--- src/rtl/atm_session_ctrl_if.sv ---
// Front-end <-> session controller bus: card/keypad requests in, responses,
// balance and mini-statement stream out.
interface atm_session_ctrl_if #(
  parameter int PIN_W = 16,
  parameter int BAL_W = 16
) ();
  logic             card_in;
  logic             pin_valid;
  logic [PIN_W-1:0] pin;
  logic             op_valid;
  logic [1:0]       op;
  logic [BAL_W-1:0] amount;
  logic             admin_unlock;
  logic             op_ready;
  logic             resp_valid;
  logic [2:0]       resp_status;
  logic [BAL_W-1:0] balance;
  logic             hist_valid;
  logic [BAL_W:0]   hist_data;
  logic             hist_last;
  logic             session_active;
  logic             locked;
  logic             eject;

  modport master (
    output card_in, pin_valid, pin, op_valid, op, amount, admin_unlock,
    input  op_ready, resp_valid, resp_status, balance, hist_valid, hist_data,
           hist_last, session_active, locked, eject
  );

  modport slave (
    input  card_in, pin_valid, pin, op_valid, op, amount, admin_unlock,
    output op_ready, resp_valid, resp_status, balance, hist_valid, hist_data,
           hist_last, session_active, locked, eject
  );
endinterface

--- src/rtl/atm_session_ctrl.sv ---
// ATM session controller: card/PIN authentication with lockout, balance
// operations on a single register, timeout abort and a circular
// mini-statement history streamed out on request.
module atm_session_ctrl #(
  parameter int PIN_W        = 16,
  parameter int PIN_VALUE    = 'h1234,
  parameter int BAL_W        = 16,
  parameter int INIT_BALANCE = 1000,
  parameter int MAX_TRIES    = 3,
  parameter int TIMEOUT      = 255,
  parameter int HIST_DEPTH   = 4
) (
  input logic clk,
  input logic rst,
  atm_session_ctrl_if.slave bus
);

  localparam int AW  = $clog2(HIST_DEPTH);
  localparam int CW  = AW + 1;
  localparam int TRW = $clog2(MAX_TRIES + 1);
  localparam int TCW = $clog2(TIMEOUT + 1);

  localparam logic [2:0] ST_OK           = 3'd0;
  localparam logic [2:0] ST_BAD_PIN      = 3'd1;
  localparam logic [2:0] ST_INSUFFICIENT = 3'd2;
  localparam logic [2:0] ST_OVERFLOW     = 3'd3;
  localparam logic [2:0] ST_LOCKED       = 3'd4;
  localparam logic [2:0] ST_TIMEOUT      = 3'd5;

  localparam logic [1:0] OP_BALANCE   = 2'b00;
  localparam logic [1:0] OP_WITHDRAW  = 2'b01;
  localparam logic [1:0] OP_DEPOSIT   = 2'b10;
  localparam logic [1:0] OP_STATEMENT = 2'b11;

  typedef enum logic [2:0] {
    S_IDLE, S_AUTH, S_READY, S_STMT, S_LOCKED
  } state_t;

  state_t state, state_nxt;

  logic [TRW-1:0]   tries, tries_nxt;
  logic [TCW-1:0]   tcnt, tcnt_nxt;
  logic [BAL_W-1:0] balance, bal_nxt;
  logic [AW-1:0]    wr_ptr, rd_ptr, rd_ptr_nxt, oldest;
  logic [CW-1:0]    count, left, left_nxt;
  logic             resp_valid, resp_valid_nxt;
  logic [2:0]       resp_status, resp_status_nxt;
  logic             hist_valid, hist_valid_nxt;
  logic [BAL_W:0]   hist_data, hist_data_nxt;
  logic             hist_last, hist_last_nxt;
  logic             eject, eject_nxt;
  logic             push;
  logic [BAL_W:0]   push_data;
  logic [BAL_W:0]   sum;
  logic [BAL_W:0]   hist_mem [HIST_DEPTH];

  // Unsigned add with the carry kept as the MSB so overflow is visible.
  function automatic logic [BAL_W:0] add_carry(input logic [BAL_W-1:0] a,
                                               input logic [BAL_W-1:0] b);
    return {1'b0, a} + {1'b0, b};
  endfunction

  // Oldest surviving entry sits count slots behind the write pointer.
  assign oldest = wr_ptr - count[AW-1:0];

  // Next-state, response and datapath decisions for the session FSM.
  always_comb begin
    state_nxt       = state;
    tries_nxt       = tries;
    tcnt_nxt        = tcnt;
    bal_nxt         = balance;
    resp_valid_nxt  = 1'b0;
    resp_status_nxt = resp_status;
    hist_valid_nxt  = 1'b0;
    hist_data_nxt   = hist_data;
    hist_last_nxt   = 1'b0;
    eject_nxt       = 1'b0;
    rd_ptr_nxt      = rd_ptr;
    left_nxt        = left;
    push            = 1'b0;
    push_data       = '0;
    sum             = add_carry(balance, bus.amount);
    case (state)
      S_IDLE: begin
        if (bus.card_in) begin
          state_nxt = S_AUTH;
          tcnt_nxt  = '0;
        end
      end
      S_AUTH: begin
        if (!bus.card_in) begin
          state_nxt = S_IDLE;
          tcnt_nxt  = '0;
        end else if (bus.pin_valid) begin
          tcnt_nxt       = '0;
          resp_valid_nxt = 1'b1;
          if (bus.pin == PIN_W'(PIN_VALUE)) begin
            tries_nxt       = '0;
            resp_status_nxt = ST_OK;
            state_nxt       = S_READY;
          end else begin
            tries_nxt = tries + TRW'(1);
            if (tries + TRW'(1) == TRW'(MAX_TRIES)) begin
              resp_status_nxt = ST_LOCKED;
              state_nxt       = S_LOCKED;
            end else begin
              resp_status_nxt = ST_BAD_PIN;
            end
          end
        end else if (tcnt == TCW'(TIMEOUT)) begin
          resp_valid_nxt  = 1'b1;
          resp_status_nxt = ST_TIMEOUT;
          eject_nxt       = 1'b1;
          state_nxt       = S_IDLE;
          tcnt_nxt        = '0;
        end else begin
          tcnt_nxt = tcnt + TCW'(1);
        end
      end
      S_READY: begin
        if (!bus.card_in) begin
          state_nxt = S_IDLE;
          tcnt_nxt  = '0;
        end else if (bus.op_valid) begin
          tcnt_nxt        = '0;
          resp_valid_nxt  = 1'b1;
          resp_status_nxt = ST_OK;
          case (bus.op)
            OP_WITHDRAW: begin
              if (bus.amount > balance) begin
                resp_status_nxt = ST_INSUFFICIENT;
              end else begin
                bal_nxt   = balance - bus.amount;
                push      = 1'b1;
                push_data = {1'b0, bus.amount};
              end
            end
            OP_DEPOSIT: begin
              if (sum[BAL_W]) begin
                resp_status_nxt = ST_OVERFLOW;
              end else begin
                bal_nxt   = sum[BAL_W-1:0];
                push      = 1'b1;
                push_data = {1'b1, bus.amount};
              end
            end
            OP_STATEMENT: begin
              // An empty history answers at once and never leaves READY.
              if (count != '0) begin
                resp_valid_nxt = 1'b0;
                state_nxt      = S_STMT;
                hist_valid_nxt = 1'b1;
                hist_data_nxt  = hist_mem[oldest];
                hist_last_nxt  = (count == CW'(1));
                rd_ptr_nxt     = oldest + AW'(1);
                left_nxt       = count - CW'(1);
              end
            end
            default: ;
          endcase
        end else if (tcnt == TCW'(TIMEOUT)) begin
          resp_valid_nxt  = 1'b1;
          resp_status_nxt = ST_TIMEOUT;
          eject_nxt       = 1'b1;
          state_nxt       = S_IDLE;
          tcnt_nxt        = '0;
        end else begin
          tcnt_nxt = tcnt + TCW'(1);
        end
      end
      S_STMT: begin
        if (!bus.card_in) begin
          state_nxt = S_IDLE;
          tcnt_nxt  = '0;
        end else if (left != '0) begin
          hist_valid_nxt = 1'b1;
          hist_data_nxt  = hist_mem[rd_ptr];
          hist_last_nxt  = (left == CW'(1));
          rd_ptr_nxt     = rd_ptr + AW'(1);
          left_nxt       = left - CW'(1);
        end else begin
          resp_valid_nxt  = 1'b1;
          resp_status_nxt = ST_OK;
          state_nxt       = S_READY;
          tcnt_nxt        = '0;
        end
      end
      S_LOCKED: begin
        if (bus.admin_unlock) state_nxt = S_IDLE;
      end
      default: state_nxt = S_IDLE;
    endcase
    if (bus.admin_unlock) tries_nxt = '0;
  end

  // State, counters, balance and registered outputs.
  always_ff @(posedge clk) begin
    if (rst) begin
      state       <= S_IDLE;
      tries       <= '0;
      tcnt        <= '0;
      balance     <= BAL_W'(INIT_BALANCE);
      wr_ptr      <= '0;
      count       <= '0;
      rd_ptr      <= '0;
      left        <= '0;
      resp_valid  <= 1'b0;
      resp_status <= ST_OK;
      hist_valid  <= 1'b0;
      hist_last   <= 1'b0;
      eject       <= 1'b0;
    end else begin
      state       <= state_nxt;
      tries       <= tries_nxt;
      tcnt        <= tcnt_nxt;
      balance     <= bal_nxt;
      rd_ptr      <= rd_ptr_nxt;
      left        <= left_nxt;
      resp_valid  <= resp_valid_nxt;
      resp_status <= resp_status_nxt;
      hist_valid  <= hist_valid_nxt;
      hist_last   <= hist_last_nxt;
      eject       <= eject_nxt;
      if (push) begin
        wr_ptr <= wr_ptr + AW'(1);
        if (count != CW'(HIST_DEPTH)) count <= count + CW'(1);
      end
    end
  end

  // Statement payload and history storage carry no reset; count gates them.
  always_ff @(posedge clk) begin
    hist_data <= hist_data_nxt;
    if (push) hist_mem[wr_ptr] <= push_data;
  end

  assign bus.op_ready       = (state == S_READY);
  assign bus.session_active = (state == S_AUTH) || (state == S_READY) || (state == S_STMT);
  assign bus.locked         = (state == S_LOCKED);
  assign bus.resp_valid     = resp_valid;
  assign bus.resp_status    = resp_status;
  assign bus.balance        = balance;
  assign bus.hist_valid     = hist_valid;
  assign bus.hist_data      = hist_data;
  assign bus.hist_last      = hist_last;
  assign bus.eject          = eject;

endmodule

--- src/flat_wrapper.sv ---
// flat-port wrapper written by rule: the top's interface ports become plain ports
module atm_session_ctrl_flat 
#(
  parameter int PIN_W        = 16,
  parameter int PIN_VALUE    = 'h1234,
  parameter int BAL_W        = 16,
  parameter int INIT_BALANCE = 1000,
  parameter int MAX_TRIES    = 3,
  parameter int TIMEOUT      = 255,
  parameter int HIST_DEPTH   = 4
)
  (clk, rst, bus_card_in, bus_pin_valid, bus_pin, bus_op_valid, bus_op, bus_amount, bus_admin_unlock, bus_op_ready, bus_resp_valid, bus_resp_status, bus_balance, bus_hist_valid, bus_hist_data, bus_hist_last, bus_session_active, bus_locked, bus_eject);
  atm_session_ctrl_if #(.PIN_W(PIN_W), .BAL_W(BAL_W)) bus_i ();
  input logic clk;
  input logic rst;
  input wire logic [$bits(bus_i.card_in)-1:0] bus_card_in;
  input wire logic [$bits(bus_i.pin_valid)-1:0] bus_pin_valid;
  input wire logic [$bits(bus_i.pin)-1:0] bus_pin;
  input wire logic [$bits(bus_i.op_valid)-1:0] bus_op_valid;
  input wire logic [$bits(bus_i.op)-1:0] bus_op;
  input wire logic [$bits(bus_i.amount)-1:0] bus_amount;
  input wire logic [$bits(bus_i.admin_unlock)-1:0] bus_admin_unlock;
  output wire logic [$bits(bus_i.op_ready)-1:0] bus_op_ready;
  output wire logic [$bits(bus_i.resp_valid)-1:0] bus_resp_valid;
  output wire logic [$bits(bus_i.resp_status)-1:0] bus_resp_status;
  output wire logic [$bits(bus_i.balance)-1:0] bus_balance;
  output wire logic [$bits(bus_i.hist_valid)-1:0] bus_hist_valid;
  output wire logic [$bits(bus_i.hist_data)-1:0] bus_hist_data;
  output wire logic [$bits(bus_i.hist_last)-1:0] bus_hist_last;
  output wire logic [$bits(bus_i.session_active)-1:0] bus_session_active;
  output wire logic [$bits(bus_i.locked)-1:0] bus_locked;
  output wire logic [$bits(bus_i.eject)-1:0] bus_eject;
  assign bus_i.card_in = bus_card_in;
  assign bus_i.pin_valid = bus_pin_valid;
  assign bus_i.pin = bus_pin;
  assign bus_i.op_valid = bus_op_valid;
  assign bus_i.op = bus_op;
  assign bus_i.amount = bus_amount;
  assign bus_i.admin_unlock = bus_admin_unlock;
  assign bus_op_ready = bus_i.op_ready;
  assign bus_resp_valid = bus_i.resp_valid;
  assign bus_resp_status = bus_i.resp_status;
  assign bus_balance = bus_i.balance;
  assign bus_hist_valid = bus_i.hist_valid;
  assign bus_hist_data = bus_i.hist_data;
  assign bus_hist_last = bus_i.hist_last;
  assign bus_session_active = bus_i.session_active;
  assign bus_locked = bus_i.locked;
  assign bus_eject = bus_i.eject;
  atm_session_ctrl #(.PIN_W(PIN_W), .PIN_VALUE(PIN_VALUE), .BAL_W(BAL_W), .INIT_BALANCE(INIT_BALANCE), .MAX_TRIES(MAX_TRIES), .TIMEOUT(TIMEOUT), .HIST_DEPTH(HIST_DEPTH)) u_core (.clk(clk), .rst(rst), .bus(bus_i));
endmodule
--- config.mk ---
export PLATFORM = sky130hd
export DESIGN_NAME = atm_session_ctrl_flat
export DESIGN_NICKNAME = d
export VERILOG_FILES = /design/src/rtl/atm_session_ctrl_if.sv /design/src/rtl/atm_session_ctrl.sv /design/src/flat_wrapper.sv
export SDC_FILE = /design/constraint.sdc
export NUM_CORES = 1
export LEC_CHECK = 0
export ABC_AREA = 1
export ABC_CLOCK_PERIOD_IN_PS = 5300
export BUFFER_PORTS_ARGS = -buffer_cell sky130_fd_sc_hd__buf_2
export CAP_MARGIN = 20
export CORE_MARGIN = 1
export CORE_UTILIZATION = 35
export DETAILED_ROUTE_END_ITERATION = 8
export GPL_TIMING_DRIVEN = 0
export HOLD_SLACK_MARGIN = 0.05
export PLACE_DENSITY = 0.58
export SYNTH_ARGS = -nofsm -noshare
export SYNTH_HDL_FRONTEND = slang
export SYNTH_SLANG_ARGS = --single-unit
export TNS_END_PERCENT = 30
--- constraint.sdc ---
create_clock -name clk -period 5.3 [get_ports clk]
set_input_delay 0.795 -clock clk [delete_from_list [all_inputs] [get_ports clk]]
set_output_delay 0.795 -clock clk [all_outputs]
set_load 0.005 [all_outputs]
==> Word level (Yosys, flattened, before mapping) <==
Memory sizes are Yosys's and may differ from the RTL's. A register that Yosys moved wholly into a read port is not among the register bits.
Index checks and enable logic that the tools add are counted.
{ "word_totals": {"latch_bits": 0, "memories": 1, "output_inout_bits": 43, "inputBits": 40, "ff_bits": 63, "mem_bits_rw": 68, "romBits": 0} }
{ "op_classes": {"addsub": 11, "eq_ne": 29, "reduce_logical": 17, "div": 0, "n_mul": 0, "order_cmp": 1, "shift": 0, "n_bitwise": 0, "muxes": 106} }
{ "memory_table": {"columns": ["name", "words", "width", "read_ports", "rd_ports_with_merged_regs", "write_ports", "line_no", "text"], "rows": [
  ["u_core.hist_mem", 4, 17, 2, 1, 1, "atm_session_ctrl.sv:55", "logic [BAL_W:0] hist_mem [HIST_DEPTH];"]
]} }
{ "op_table": {"columns": ["op", "count"], "rows": [
  ["17-bit 2-to-1 mux", 10],
  ["3-bit 2-to-1 mux", 28],
  ["17-bit one-hot mux with 2 select lines", 2],
  ["8-bit 2-to-1 mux", 8],
  ["16-bit 2-to-1 mux", 3],
  ["1-bit 2-to-1 mux", 32],
  ["16-bit one-hot mux with 2 select lines", 1],
  ["8-bit one-hot mux with 4 select lines", 1],
  ["2-bit 2-to-1 mux", 11],
  ["2-bit inequality test, second input constant", 9],
  ["16-bit by 16-bit adder with 17-bit output", 1],
  ["16-bit by 13-bit equality test with 1-bit output, second input constant", 1],
  ["16-bit > comparator", 1],
  ["16-bit subtractor", 1],
  ["3-bit one-hot mux with 5 select lines", 1],
  ["3-bit one-hot mux with 2 select lines", 2],
  ["6-bit AND reduction", 2],
  ["3-bit by 1-bit equality test with 1-bit output, second input constant", 3],
  ["3-bit one-hot mux with 3 select lines", 1],
  ["3-bit nonzero test", 3],
  ["2-bit by 1-bit adder with 2-bit output, second input constant", 4],
  ["8-bit by 1-bit adder with 8-bit output, second input constant", 1],
  ["8-bit equality test, second input constant", 1],
  ["4-bit by 3-bit inequality test with 1-bit output, second input constant", 2],
  ["other kinds (22)", 35]
]} }

==> Longest topological paths before layout <==
{ "logic_depth": {"word_depth": 9, "depth_mapped": 17, "depth_no_buf": 16} }

==> Worst setup path after synthesis <==
Ideal clock, no wire load.
{ "synth_timing": {"path_type": "in2reg", "from": "in bus_amount[0]", "to": "mem u_core.hist_mem[0][0] (netlist name), enable pin", "path_slack_ps": 1960, "cell_stages": 12, "t_required_ps": 4909, "n_path_buf": 1, "t_arrival_ps": 2950, "path_cell_list": "ha_1 -> fa_1 -> nand3_1 -> nand2_1 -> nand2_1 -> nand2_1 -> nand2_1 -> nand3_1 -> nand2_1 -> nand2_1 -> buf_2 -> nor2_1"} }
{ "synth_between": {"elab_chain_len": 8} }
{ "synth_lines": {"columns": ["item", "line_no", "text"], "rows": [
  ["start: declaration", "flat_wrapper.sv:21", "input wire logic [$bits(bus_i.amount)-1:0] bus_amount;"],
  ["16-bit by 16-bit adder with 17-bit output or 16-bit > comparator (tied branches)", "atm_session_ctrl.sv:60, atm_session_ctrl.sv:130", null],
  ["1-bit 2-to-1 mux (on tied branches)", "atm_session_ctrl.sv:139, atm_session_ctrl.sv:130", null],
  ["1-bit one-hot mux with 2 select lines (*)", "atm_session_ctrl.sv:128", "case (bus.op)"],
  ["1-bit 2-to-1 mux (*)", "atm_session_ctrl.sv:124", "end else if (bus.op_valid) begin"],
  ["1-bit 2-to-1 mux (*)", "atm_session_ctrl.sv:121", "if (!bus.card_in) begin"],
  ["1-bit 2-to-1 mux (*)", "atm_session_ctrl.sv:83", "case (state)"],
  ["1-bit 2-to-1 mux (*)", "atm_session_ctrl.sv:234", "if (push) hist_mem[wr_ptr] <= push_data;"],
  ["1-bit 2-to-1 mux (implied by the code) (*)", "atm_session_ctrl.sv:234", null],
  ["end: declaration", "atm_session_ctrl.sv:55", null]
]} }
Every way passes the cells marked *; elsewhere a longest branch is shown, timed or not.

==> Worst setup path after layout <==
{ "layout_timing": {"from": "in bus_amount[0]", "to": "mem u_core.hist_mem[3][12] (netlist name), enable pin"} }
The elaborated chain is that of the path after synthesis.

==> qor.log <==
INFO  yosys          syn_nets=1162
INFO  yosys          cell_types_occupying_the_most_area_after_synthesis=edfxtp_1 (30%), dfxtp_1 (11%), nand2_1 (10%), o21ai_0 (7.7%), ha_1 (7.3%)
INFO  clock_network  cts-resized-gates=0
INFO  yosys          netlist.area_leader.share=30.5%
INFO  layout         share_of_final_layout_standard_cells_stronger_than_drive_strength_1=16.3%
INFO  layout         flow.area_growth_from_synthesis=17.3%
INFO  grt            largest_net_degree_at_the_start_of_global_routing=24
INFO  layout         finalNetCount=1267
INFO  run_status     run_status=finished clean
INFO  place          routabilityCongestion=0.915
INFO  floorplan      core_area=23500squm
INFO  floorplan      chipHeight=157um
INFO  critical_path  critPathKind=in -> reg
INFO  clock_network  cts_made_buffers=17
INFO  routing        avgRoutedWirePerCell=15.5um
INFO  clock_network  cts_max_path_buffers=2
INFO  floorplan      floorplan.die_area=24600squm
INFO  layout         regArea=3510squm
INFO  routing        detail_route.wirelength=23300um
INFO  job            count_of_maximum_capacitance_violations=0
INFO  yosys          synthesis.instances=1071
INFO  yosys          async_s_r_ff_share_synth=0%
INFO  clock_network  cts_htree_levels=4
INFO  yosys          mappedNetlistArea=8380squm
INFO  yosys          synth_area_leader_cell=edfxtp_1
INFO  place          preCtsSetupSlack=1.52ns
INFO  floorplan      placementRows=56
INFO  grt            grtUsageTotal=19.9%
INFO  clock_network  clk_pin_slew_worst_paths=0.06ns
INFO  yosys          number_of_warnings_reported_in_the_yosys_synthesis_log=0
INFO  timing         period_minus_ws_final=3.32ns
INFO  floorplan      fp.dieW=157um
INFO  yosys          synth.avg_cell_area=7.82squm
INFO  power_and_ir_drop static-leakage-power=4.23nW
INFO  clock_network  clock_tree_from_tritoncts=yes
INFO  timing         grt_setup_unrepaired=false
INFO  timing         final.setup_skew=0.0108ns
INFO  floorplan      ios=83
INFO  yosys          synth.ff_latch_count=133
INFO  routing        drtPass1Iterations=5
INFO  critical_path  critPathMaxFanout=10
INFO  floorplan      floorplan.initialDensity=35.7%
INFO  timing         maxSlewHeadroom=46.9%
INFO  timing         fmax=301MHz
INFO  clock_network  cts_root_buf=clkbuf_16
INFO  timing         finalHoldViolCount=0
INFO  timing         final_period_util=62.7%
INFO  place          io_buffers=82
INFO  timing         worst_hold_slack=0.477ns
INFO  timing         max_slew.worst_pin.slew=0.793ns
INFO  routing        drt_drc_violations_left=0
INFO  clock_network  cts_hold_buf=0
INFO  critical_path  worst_ep_required_time=5.43ns
INFO  yosys          yosysMostFrequentCell=nand2_1
INFO  power_and_ir_drop pwr_per_cell_area=245nW/um^2
INFO  timing         timing.final.ws_setup=1.98ns
INFO  timing         slew_viol_final=0
INFO  layout         filler_cell_count=2379
INFO  routing        antenna_violating_nets_post_route=0
INFO  grt            grt_first_pass_wirelength=37200um
INFO  yosys          post_synth_most_frequent_cells=nand2_1 (233), o21ai_0 (129), inv_1 (127)
INFO  timing         setup_tns=0ns
INFO  clock_network  insertion_delay=0.42ns
INFO  clock_network  cts_sinks=133
INFO  layout         multiInputGateArea=4180squm
INFO  grt            antenna_found_initial=0
INFO  yosys          top_flip_flop_cell_by_instance_count_after_synthesis=edfxtp_1
INFO  place          place.detailed.hpwl=17400um
INFO  routing        route.vias.total=7451
INFO  critical_path  cp_data_arrival_time=3.45ns
INFO  grt            globalRouteOverflowTotal=0
INFO  layout         num_antenna_cells=0
INFO  timing         setup_viol=0
INFO  routing        drt_iter0_drc=481
INFO  yosys          number_of_synthesized_flops_with_an_enable_pin=85
INFO  yosys          seq_area_frac_synth=41.9%
INFO  power_and_ir_drop power.ir.vdd_worst=0.187mV
INFO  critical_path  critical_path.startpoint_type=input port
INFO  yosys          synthDistinctLibCells=45
INFO  hold_path      worst_hold_path_type=reg -> reg
INFO  routing        drt-vias-per-instance=4.94
INFO  critical_path  cp-end-kind=register
INFO  clock_network  post-cts-setup-buffers=0
INFO  grt            grt_pass1_vias=7199
power breakdown:
part | total (mW) | switching [mW] | leakage, nW | internal, mW
Clock | 1.12 | 0.503 | 0.272 | 0.618
Sequential | 1.10 | 0.00425 | 1.26 | 1.09
Combinational | 0.187 | 0.124 | 2.70 | 0.0630
critical path, stage by stage:
cell and delay (ns):
buf_2 0.12, ha_1 0.24, fa_1 0.42, nand3_1 0.10
nand2_1 0.14, nand2_1 0.10, nand2_1 0.09, nand2_1 0.10
nand3_1 0.11, nand2_1 0.14, nand2_1 0.14, buf_2 0.23
nor2_2 0.49, buf_8 0.23
area by class of cell:
cell class                 count  share of cell area [%]
multi-input combinational    763                    42.5
sequential                   133                    35.7
inverter                     138                    5.27
timing repair buffer          86                    4.91
clock buffer                  17                    4.33
tap                          319                    4.06
buffer                        37                    1.82
clock inverter                15                    1.35
cell families after synthesis:
logic type | Yosys count | share of synthesized area (%)
adder cells (fa/ha/maj) | 51 | 7.79
multiplexers | 17 | 2.28
AO/OA/AOI/OAI | 231 | 15.1
XOR/XNOR | 15 | 1.57
flip-flops | 133 | 41.9
AND/OR/NAND/NOR | 449 | 23.0
buffers and inverters | 175 | 8.32
worst paths after layout:
| kind | slack, ns | to | startpoint | depth (start not counted) |
|---|---|---|---|---|
| min reg2reg | 0.48 | u_core.tcnt[6]$_SDFFE_PP0P_ | u_core.tcnt[6]$_SDFFE_PP0P_ | 2 |
| min | 0.48 | u_core.tcnt[6]$_SDFFE_PP0P_ | u_core.tcnt[6]$_SDFFE_PP0P_ | 2 |
| max reg2reg | 2.12 | u_core.hist_mem[3][12]$_DFFE_PP_ | u_core.bus.balance[0]$_SDFFE_PP0P_ | 13 |
| max | 1.98 | u_core.hist_mem[3][12]$_DFFE_PP_ | bus_amount[0] | 14 |
registers in the layout, indices dropped and copies added (netlist names), 3 cells and up, named ones only:
signal	count
u_core.count	3
u_core.bus.balance	16
u_core.hist_mem	68
u_core.bus.resp_status	3
u_core.bus.hist_data	17
u_core.tcnt	8
u_core.state	3
u_core.left	3
stage by stage:
step	cells	power, mW	util [%]	area (sq um)
finish	1508	2.40	41.9	9830
global route	1508	2.51	41.9	9830
CTS	1508	2.42	41.9	9830
detailed placement	1476	1.30	39.5	9270
global placement	1472	1.30	39.2	9190
floorplan	1071	1.24	-	8380
metal layers:
layer	up-vias	track usage (%)	wire length, um
met5	-	0	0
met4	0	6.63	371
li1	3776	-	-
met3	26	3.32	1140
met2	215	32.2	11000
met1	3434	26.9	10900
cells in the final DEF (no fill, tap or decap), drive strengths merged:
cell type    n
a21boi       2
edfxtp      85
dfxtp       48
fa           2
o2111ai      1
or2          1
clkinv       5
o21bai       3
mux2        17
o22ai        2
a211oi       7
clkinvlp     2
nor4         2
and2         4
xor2        14
o211ai      17
inv        146
o21ai      132
nor2       125
buf        104
a31oi        2
ha          49
nand2      246
clkbuf      36
nand4       10
nor3        14
xnor2        1
nand3b       4
nor3b        1
nand3       42
a21oi       65
No activity file was read; power rests on OpenSTA's default activity.
